[config.mk]
export PLATFORM = sky130hd
export DESIGN_NAME = regfile_mp_flat
export DESIGN_NICKNAME = d
export VERILOG_FILES = /design/src/rtl/regfile_pkg.sv /design/src/rtl/regfile_if.sv /design/src/rtl/regfile_scoreboard.sv /design/src/rtl/regfile_mp.sv /design/src/flat_wrapper.sv
export SDC_FILE = /design/constraint.sdc
export NUM_CORES = 2
export LEC_CHECK = 0
export CORE_MARGIN = 2
export CORE_UTILIZATION = 42
export CTS_BUF_LIST = sky130_fd_sc_hd__clkbuf_4
export CTS_CLUSTER_SIZE = 8
export DETAILED_ROUTE_END_ITERATION = 7
export PLACE_DENSITY = 0.69
export REMOVE_ABC_BUFFERS = 1
export SLEW_MARGIN = 20
export SYNTH_ARGS = -nofsm -noshare
export SYNTH_HDL_FRONTEND = slang
export SYNTH_SLANG_ARGS = --single-unit
[constraint.sdc]
create_clock -name clk -period 3.2 [get_ports clk]
set_input_delay 0.32 -clock clk [delete_from_list [all_inputs] [get_ports clk]]
set_output_delay 0.32 -clock clk [all_outputs]
set_load 0.1 [all_outputs]
[src/rtl/regfile_pkg.sv]
// Shared types and helpers for the multi-port integer register file.
// No logic: typedefs, default sizes and the index-width helper only.
// Imported by the interface, the scoreboard and the top.
package regfile_pkg;

  localparam int XLEN_DEF  = 32;
  localparam int NREGS_DEF = 32;
  localparam int NRD_DEF   = 2;
  localparam int NWR_DEF   = 2;
  localparam int ZERO_IDX  = 0;
  localparam bit ZERO_R0_DEF = 1'b1;

  // Clear-engine states.
  typedef enum logic [1:0] {IDLE, CLR, DONE} clr_state_t;

  // Index width for a register count; never narrower than one bit.
  function automatic int idx_w(input int n);
    return (n < 2) ? 1 : $clog2(n);
  endfunction

endpackage

[src/rtl/regfile_if.sv]
// Bundles the read, write, pending and clear signals of the register file.
// Purely structural: no latency of its own.
// No backpressure: every request is taken in the cycle it is presented.
interface regfile_if #(
  parameter int XLEN  = 32,
  parameter int NREGS = 32,
  parameter int NRD   = 2,
  parameter int NWR   = 2
);
  import regfile_pkg::*;

  localparam int IDX_W = idx_w(NREGS);

  logic [NRD*IDX_W-1:0] rd_idx;
  logic [NRD*XLEN-1:0]  rd_data;
  logic [NRD-1:0]       rd_pend;
  logic [NWR-1:0]       wr_en;
  logic [NWR*IDX_W-1:0] wr_idx;
  logic [NWR*XLEN-1:0]  wr_data;
  logic                 pend_set;
  logic [IDX_W-1:0]     pend_idx;
  logic                 clr_req;
  logic                 clr_busy;

  modport master (
    output rd_idx, wr_en, wr_idx, wr_data, pend_set, pend_idx, clr_req,
    input  rd_data, rd_pend, clr_busy
  );

  modport slave (
    input  rd_idx, wr_en, wr_idx, wr_data, pend_set, pend_idx, clr_req,
    output rd_data, rd_pend, clr_busy
  );

endinterface

[src/rtl/regfile_scoreboard.sv]
// Per-register pending bits for long-latency writebacks.
// Set/clear land on the rising edge; rd_pend is combinational from the stored bits.
// No backpressure: a set or clear is always accepted.
module regfile_scoreboard
  import regfile_pkg::*;
#(
  parameter int NREGS   = 32,
  parameter int NRD     = 2,
  parameter bit ZERO_R0 = 1'b1,
  parameter int IDX_W   = idx_w(NREGS)
) (
  input  logic                 clk,
  input  logic                 rst,
  input  logic [NREGS-1:0]     wr_hit,
  input  logic                 pend_set,
  input  logic [IDX_W-1:0]     pend_idx,
  input  logic                 clr_act,
  input  logic [IDX_W-1:0]     clr_idx,
  input  logic [NRD*IDX_W-1:0] rd_idx,
  output logic [NRD-1:0]       rd_pend
);

  logic [NREGS-1:0] pend;
  logic [NREGS-1:0] pend_nxt;
  logic [IDX_W-1:0] ridx;

  // Writes and the clear engine drop bits; a new issue is younger so it is applied last.
  always_comb begin
    pend_nxt = pend & ~wr_hit;
    if (clr_act) pend_nxt[clr_idx] = 1'b0;
    if (pend_set && !(ZERO_R0 && pend_idx == IDX_W'(ZERO_IDX))) pend_nxt[pend_idx] = 1'b1;
  end

  // Pending bit storage.
  always_ff @(posedge clk or negedge rst) begin
    if (!rst) pend <= '0;
    else      pend <= pend_nxt;
  end

  // A writeback arriving this cycle already satisfies the reader.
  always_comb begin
    rd_pend = '0;
    ridx    = '0;
    for (int p = 0; p < NRD; p++) begin
      ridx       = rd_idx[p*IDX_W +: IDX_W];
      rd_pend[p] = pend[ridx] & ~wr_hit[ridx];
    end
  end

endmodule

[src/rtl/regfile_mp.sv]
// Multi-port integer register file with write-to-read bypass and a sequential clear engine.
// Reads are combinational (0 cycles); writes land on the next rising edge; clear takes NREGS+1 cycles.
// No backpressure: clr_req while clr_busy is dropped, all other requests are always taken.
module regfile_mp
  import regfile_pkg::*;
#(
  parameter int XLEN    = 32,
  parameter int NREGS   = 32,
  parameter int NRD     = 2,
  parameter int NWR     = 2,
  parameter bit ZERO_R0 = 1'b1
) (
  input  logic      clk,
  input  logic      rst,
  regfile_if.slave  bus
);

  localparam int IDX_W = idx_w(NREGS);
  localparam logic [IDX_W-1:0] LAST_IDX = IDX_W'(NREGS - 1);

  logic [XLEN-1:0]  regs [NREGS];
  clr_state_t       state, state_nxt;
  logic [IDX_W-1:0] cnt, cnt_nxt;
  logic             clr_act;
  logic [NWR-1:0]   wr_ok;
  logic [NREGS-1:0] wr_hit;
  logic [IDX_W-1:0] ridx;
  logic [XLEN-1:0]  rval;

  // Qualify write ports (r0 writes vanish) and flag every register written this cycle.
  always_comb begin
    wr_ok  = '0;
    wr_hit = '0;
    for (int w = 0; w < NWR; w++) begin
      wr_ok[w] = bus.wr_en[w] &&
                 !(ZERO_R0 && bus.wr_idx[w*IDX_W +: IDX_W] == IDX_W'(ZERO_IDX));
      if (wr_ok[w]) wr_hit[bus.wr_idx[w*IDX_W +: IDX_W]] = 1'b1;
    end
  end

  // Clear engine state and counter.
  always_ff @(posedge clk or negedge rst) begin
    if (!rst) begin
      state <= IDLE;
      cnt   <= '0;
    end else begin
      state <= state_nxt;
      cnt   <= cnt_nxt;
    end
  end

  // Clear engine: walk every index once, then one DONE cycle before going idle.
  always_comb begin
    state_nxt    = state;
    cnt_nxt      = cnt;
    clr_act      = 1'b0;
    bus.clr_busy = 1'b0;
    case (state)
      IDLE: begin
        if (bus.clr_req) begin
          state_nxt = CLR;
          cnt_nxt   = '0;
        end
      end
      CLR: begin
        clr_act      = 1'b1;
        bus.clr_busy = 1'b1;
        if (cnt == LAST_IDX) state_nxt = DONE;
        else                 cnt_nxt   = cnt + IDX_W'(1);
      end
      DONE: begin
        bus.clr_busy = 1'b1;
        state_nxt    = IDLE;
      end
      default: state_nxt = IDLE;
    endcase
  end

  // Storage: higher-numbered ports are applied later and win; the clear overrides any port.
  always_ff @(posedge clk or negedge rst) begin
    if (!rst) begin
      for (int i = 0; i < NREGS; i++) regs[i] <= '0;
    end else begin
      for (int w = 0; w < NWR; w++) begin
        if (wr_ok[w]) regs[bus.wr_idx[w*IDX_W +: IDX_W]] <= bus.wr_data[w*XLEN +: XLEN];
      end
      if (clr_act) regs[cnt] <= '0;
    end
  end

  // Read ports: stored value, overridden by the highest matching write port this cycle.
  always_comb begin
    bus.rd_data = '0;
    ridx        = '0;
    rval        = '0;
    for (int p = 0; p < NRD; p++) begin
      ridx = bus.rd_idx[p*IDX_W +: IDX_W];
      rval = regs[ridx];
      for (int w = 0; w < NWR; w++) begin
        if (wr_ok[w] && bus.wr_idx[w*IDX_W +: IDX_W] == ridx) rval = bus.wr_data[w*XLEN +: XLEN];
      end
      if (ZERO_R0 && ridx == IDX_W'(ZERO_IDX)) rval = '0;
      if (!rst) rval = '0;
      bus.rd_data[p*XLEN +: XLEN] = rval;
    end
  end

  regfile_scoreboard #(
    .NREGS   (NREGS),
    .NRD     (NRD),
    .ZERO_R0 (ZERO_R0),
    .IDX_W   (IDX_W)
  ) u_scoreboard (
    .clk      (clk),
    .rst      (rst),
    .wr_hit   (wr_hit),
    .pend_set (bus.pend_set),
    .pend_idx (bus.pend_idx),
    .clr_act  (clr_act),
    .clr_idx  (cnt),
    .rd_idx   (bus.rd_idx),
    .rd_pend  (bus.rd_pend)
  );

endmodule

[src/flat_wrapper.sv]
// flat-port wrapper written by rule: the top's interface ports become plain ports
module regfile_mp_flat import regfile_pkg::*;
#(
  parameter int XLEN    = 32,
  parameter int NREGS   = 32,
  parameter int NRD     = 2,
  parameter int NWR     = 2,
  parameter bit ZERO_R0 = 1'b1
)
  (clk, rst, bus_rd_idx, bus_wr_en, bus_wr_idx, bus_wr_data, bus_pend_set, bus_pend_idx, bus_clr_req, bus_rd_data, bus_rd_pend, bus_clr_busy);
  regfile_if #(.XLEN(XLEN), .NREGS(NREGS), .NRD(NRD), .NWR(NWR)) bus_i ();
  input  logic clk;
  input  logic rst;
  input wire logic [$bits(bus_i.rd_idx)-1:0] bus_rd_idx;
  input wire logic [$bits(bus_i.wr_en)-1:0] bus_wr_en;
  input wire logic [$bits(bus_i.wr_idx)-1:0] bus_wr_idx;
  input wire logic [$bits(bus_i.wr_data)-1:0] bus_wr_data;
  input wire logic [$bits(bus_i.pend_set)-1:0] bus_pend_set;
  input wire logic [$bits(bus_i.pend_idx)-1:0] bus_pend_idx;
  input wire logic [$bits(bus_i.clr_req)-1:0] bus_clr_req;
  output wire logic [$bits(bus_i.rd_data)-1:0] bus_rd_data;
  output wire logic [$bits(bus_i.rd_pend)-1:0] bus_rd_pend;
  output wire logic [$bits(bus_i.clr_busy)-1:0] bus_clr_busy;
  assign bus_i.rd_idx = bus_rd_idx;
  assign bus_i.wr_en = bus_wr_en;
  assign bus_i.wr_idx = bus_wr_idx;
  assign bus_i.wr_data = bus_wr_data;
  assign bus_i.pend_set = bus_pend_set;
  assign bus_i.pend_idx = bus_pend_idx;
  assign bus_i.clr_req = bus_clr_req;
  assign bus_rd_data = bus_i.rd_data;
  assign bus_rd_pend = bus_i.rd_pend;
  assign bus_clr_busy = bus_i.clr_busy;
  regfile_mp #(.XLEN(XLEN), .NREGS(NREGS), .NRD(NRD), .NWR(NWR), .ZERO_R0(ZERO_R0)) u_core (.clk(clk), .rst(rst), .bus(bus_i));
endmodule
==> run metrics <==
Total Routing Usage GR=0.378; Post-Syn Area=approximately 70,000 um^2; Slowest-stage cell, CP=mux4_2; die area=173,000 um^2; status=finished, violations left; CTS tree=built; Worst Tran Pin Value=1.26 ns; VDD IR-drop max=between 0.4 and 0.5 mV; FP Rows=roughly 150; total power per unit cell area=between 600 and 700 nW/um^2; async set or reset register ratio after synthesis=1.00; via count=66,524; Synth Register Bits=1,063; yosys warns=0; Root Driver=clkbuf_4; EDFF count, synth=0; post-synthesis mux area share=0.342; Max Clk Rate=246 MHz; Crit Path Max Fanout=3; final net count=6,926; CP required=2.88 ns; clk_skew=approximately 0.095 ns; WL per Instance=approximately 36 um; Leakage=35.1 nW; boundary pin count=162; placed insts=8,672; Max Buffers Root-to-Sink=4; CTS Buf Count=312; Synth Area in XOR/XNOR=0.00246; first-pass GRT wire length=471,000 um; Die Wd=416 um; share of cells above drive strength 1=0.293; Placer Congestion=between 1 and 1.5; Post-Synth Simple-Gate Area=0.0962; Die Y=416 um; arrival time at the worst endpoint=3.74 ns; CP peak stage delay=0.50 ns; setup violators final=66; Slew HR=0.161; Clock Latency Late Sink=1.36 ns; critical path depth=9; Critical R2R Launch=u_core.state[1]$_DFFE_PN0P_; RSZ-0062 raised after global routing=yes; leading cell type in the layout, fill and taps excluded=dfrtp_1; minimum clock period=~4.1 ns; GR Overflow Total=0; vias in the first global route=65,294; via/cell ratio=just over 7; Synth Area in Adders=0.00141; final worst slack=-0.861 ns; 1st-iter DRT viols=12,145; CP Cell Sequence=mux4_2 > mux4_2 > mux2i_1 > buf_4 > nand2_1 > o211ai_1 > a21oi_1 > buf_4 > buf_12; final std cells w/o fill=9,250; # port buffers=161; drt drc=8; Tcrit/Tclk final=1.27; Setup CP Type=register to output port; Worst Path Buf+Inv=3; Pins Over Slew Limit=0; largest net degree at the start of global routing=around 180; R2R cell count=8; H-tree lvl count=5; most frequent cells in the layout=dfrtp_1, nor2_1, mux2i_1, a211oi_1, mux4_2; Hold Violations, Final=0; type of the worst min-delay path=input pin to register; Place WS=-0.302 ns; violated checks=design-rule violations, negative setup slack; HPWL Detailed=between 150,000 and 200,000 um; Avg Cell Area, Syn=10.8 um^2; Max Cap Viol=0; Initial Utilization=0.421; drt total wl=about 330,000 um; dominant synthesized flop cell=dfrtp_1; WHS Path Cells=5; Largest delay share family, worst path=multiplexers; Compound-Gate Fraction of Synth Area=0.130; initial antenna violation count=10; DRT Pass-1 Iters=8; number of clock sinks=1,063; CP Capture Type=output port; Post-DP Area=79,800 um^2; antenna viol nets, final=0; critical path startpoint=u_core.regs[8]$_DFF_PN0_; register clock-pin slew on the reported worst setup and hold paths=0.08 ns; final instance area=84,700 um^2; Synth-to-Final Area Change=19.1%; Netlist cell types=65; sequential-to-total area share from yosys stat=0.374; CP startpoint kind=register; largest family of logic cells by synthesized area=multiplexers; Post-Synthesis Cells=6,609; startpoint of the worst hold path=bus_wr_idx[7]; Core ar.=169,000 um^2
## through the flow
stage / utilization / setup TNS, ns / power [mW] / hold slack [ns]
2_1_floorplan: - / -130.86 / 35.5 / 0.0244
3_3_place_gp: 0.473 / -1.86 / 42.6 / 0.219
3_5_place_dp: 0.473 / -2.01 / 43.5 / 0.212
4_1_cts: 0.499 / -38.57 / 56.6 / 0.00573
5_1_grt: 0.501 / -40.24 / 59.9 / -0.00437
6_report: 0.501 / -36.95 / 57.7 / 0.00450
## cells by family (layout without fill, tap and decap cells)
family | Yosys count | after routing
and+or+nand+nor | 1687 | 1687
DFF | 1063 | 1063
xor gates and xnor gates | 20 | 20
muxes | 1607 | 1607
other | 0 | 18
AOI/OAI and AO/OA | 1320 | 1320
buffers and inverters | 904 | 1309
adders and majority gates | 8 | 8
## power by group
part	switching [mW]	total, mW	internal, mW	leakage [nW]
registers	4.16	22.6	18.4	12.8
logic	10.7	22.4	11.7	20.1
clock network	6.42	12.7	6.26	2.15
total	21.3	57.7	36.4	35.1
## Yosys cell counts, types with 3 or more instances
master     instances  area (um^2)
a32o_1             8         80.1
clkbuf_1         541         2030
mux4_2           659        14800
nand4bb_1          3         33.8
a22o_1             8         70.1
nor2_1          1077         4040
o22ai_1            8         50.1
or2_2              3         18.8
buf_1            119          447
buf_4             44          330
buf_2            169          846
nand4_1            7         43.8
nand2_1          419         1570
o41ai_1            4         35.0
and3b_1            3         26.3
nand3_1           49          245
nor2b_1           17          106
xnor2_1           18          158
mux2i_1          946         9470
o211ai_1          69          518
or3_1              5         31.3
inv_1             20         75.1
ha_1               8          100
nor2_2             7         43.8
o2111ai_1          3         26.3
nand2b_1           9         56.3
o31ai_1            4         30.0
a211oi_1         911         6840
and2_1            40          250
nor3_1            13         65.1
buf_6              3         33.8
a21oi_1          254         1270
o21ai_0           17         85.1
a22oi_1           18          135
nand4b_1           7         61.3
nor3b_1            5         37.5
a311o_1            3         30.0
nor4bb_1           6         60.1
clkbuf_2           6         30.0
dfrtp_1         1063        26600
## flip-flops by register name, summed over array words and instances (netlist names)
name,flops
u_core.regs,1024
u_core.u_scoreboard.pend,32
u_core.cnt,5
u_core.state,2
## final cells by class
| cell class | count | area, um^2 |
|---|---|---|
| clock inverters | 72 | 308 |
| well taps | 2218 | 2780 |
| diodes | 18 | 45.0 |
| clock buffers | 433 | 3250 |
| flip-flops and latches | 1063 | 26600 |
| repair buffers | 782 | 9390 |
| inverters | 22 | 87.6 |
| fillers | 14652 | 84200 |
| multi-input cells | 4642 | 42200 |
## layer usage
| layer | up-vias | global-route usage | share of wire |
|---|---|---|---|
| met2 | 6706 | 0.502 | 0.39 |
| met5 | - | 0.00667 | 0.00074 |
| met1 | 32569 | 0.461 | 0.33 |
| li1 | 25362 | - | - |
| met4 | 16 | 0.305 | 0.10 |
| met3 | 1871 | 0.185 | 0.17 |
## worst min-delay path: cells and delay by family
family,cells,cell delay (ns)
buf+inv,2,0.40
simple gates,2,0.39
compound gates,1,0.09
## path summary, 6_finish.rpt
| check | to | slack (ns) |
|---|---|---|
| min in group asynchronous | u_core.u_scoreboard.pend[25]$_DFF_PN0_ | 0.35 |
| hold / removal | u_core.regs[292]$_DFF_PN0_ | 0.004 |
| setup / recovery | bus_rd_data[8] | -0.86 |
| setup reg to reg | u_core.regs[221]$_DFF_PN0_ | 0.18 |
| max in group asynchronous | u_core.regs[668]$_DFF_PN0_ | 0.23 |
| hold reg to reg | u_core.regs[994]$_DFF_PN0_ | 0.51 |
## timing repair
action | 4_1_cts | 5_1_grt
endpoints found under the hold margin | 1318 | 0
setup buffers | 18 | 18
hold buffers | 36 | 0
pin swaps | 92 | 86
endpoints found under the setup margin | 66 | 163
gates resized for setup | 144 | 53
Note: power is estimated with default switching activity, not from simulation.
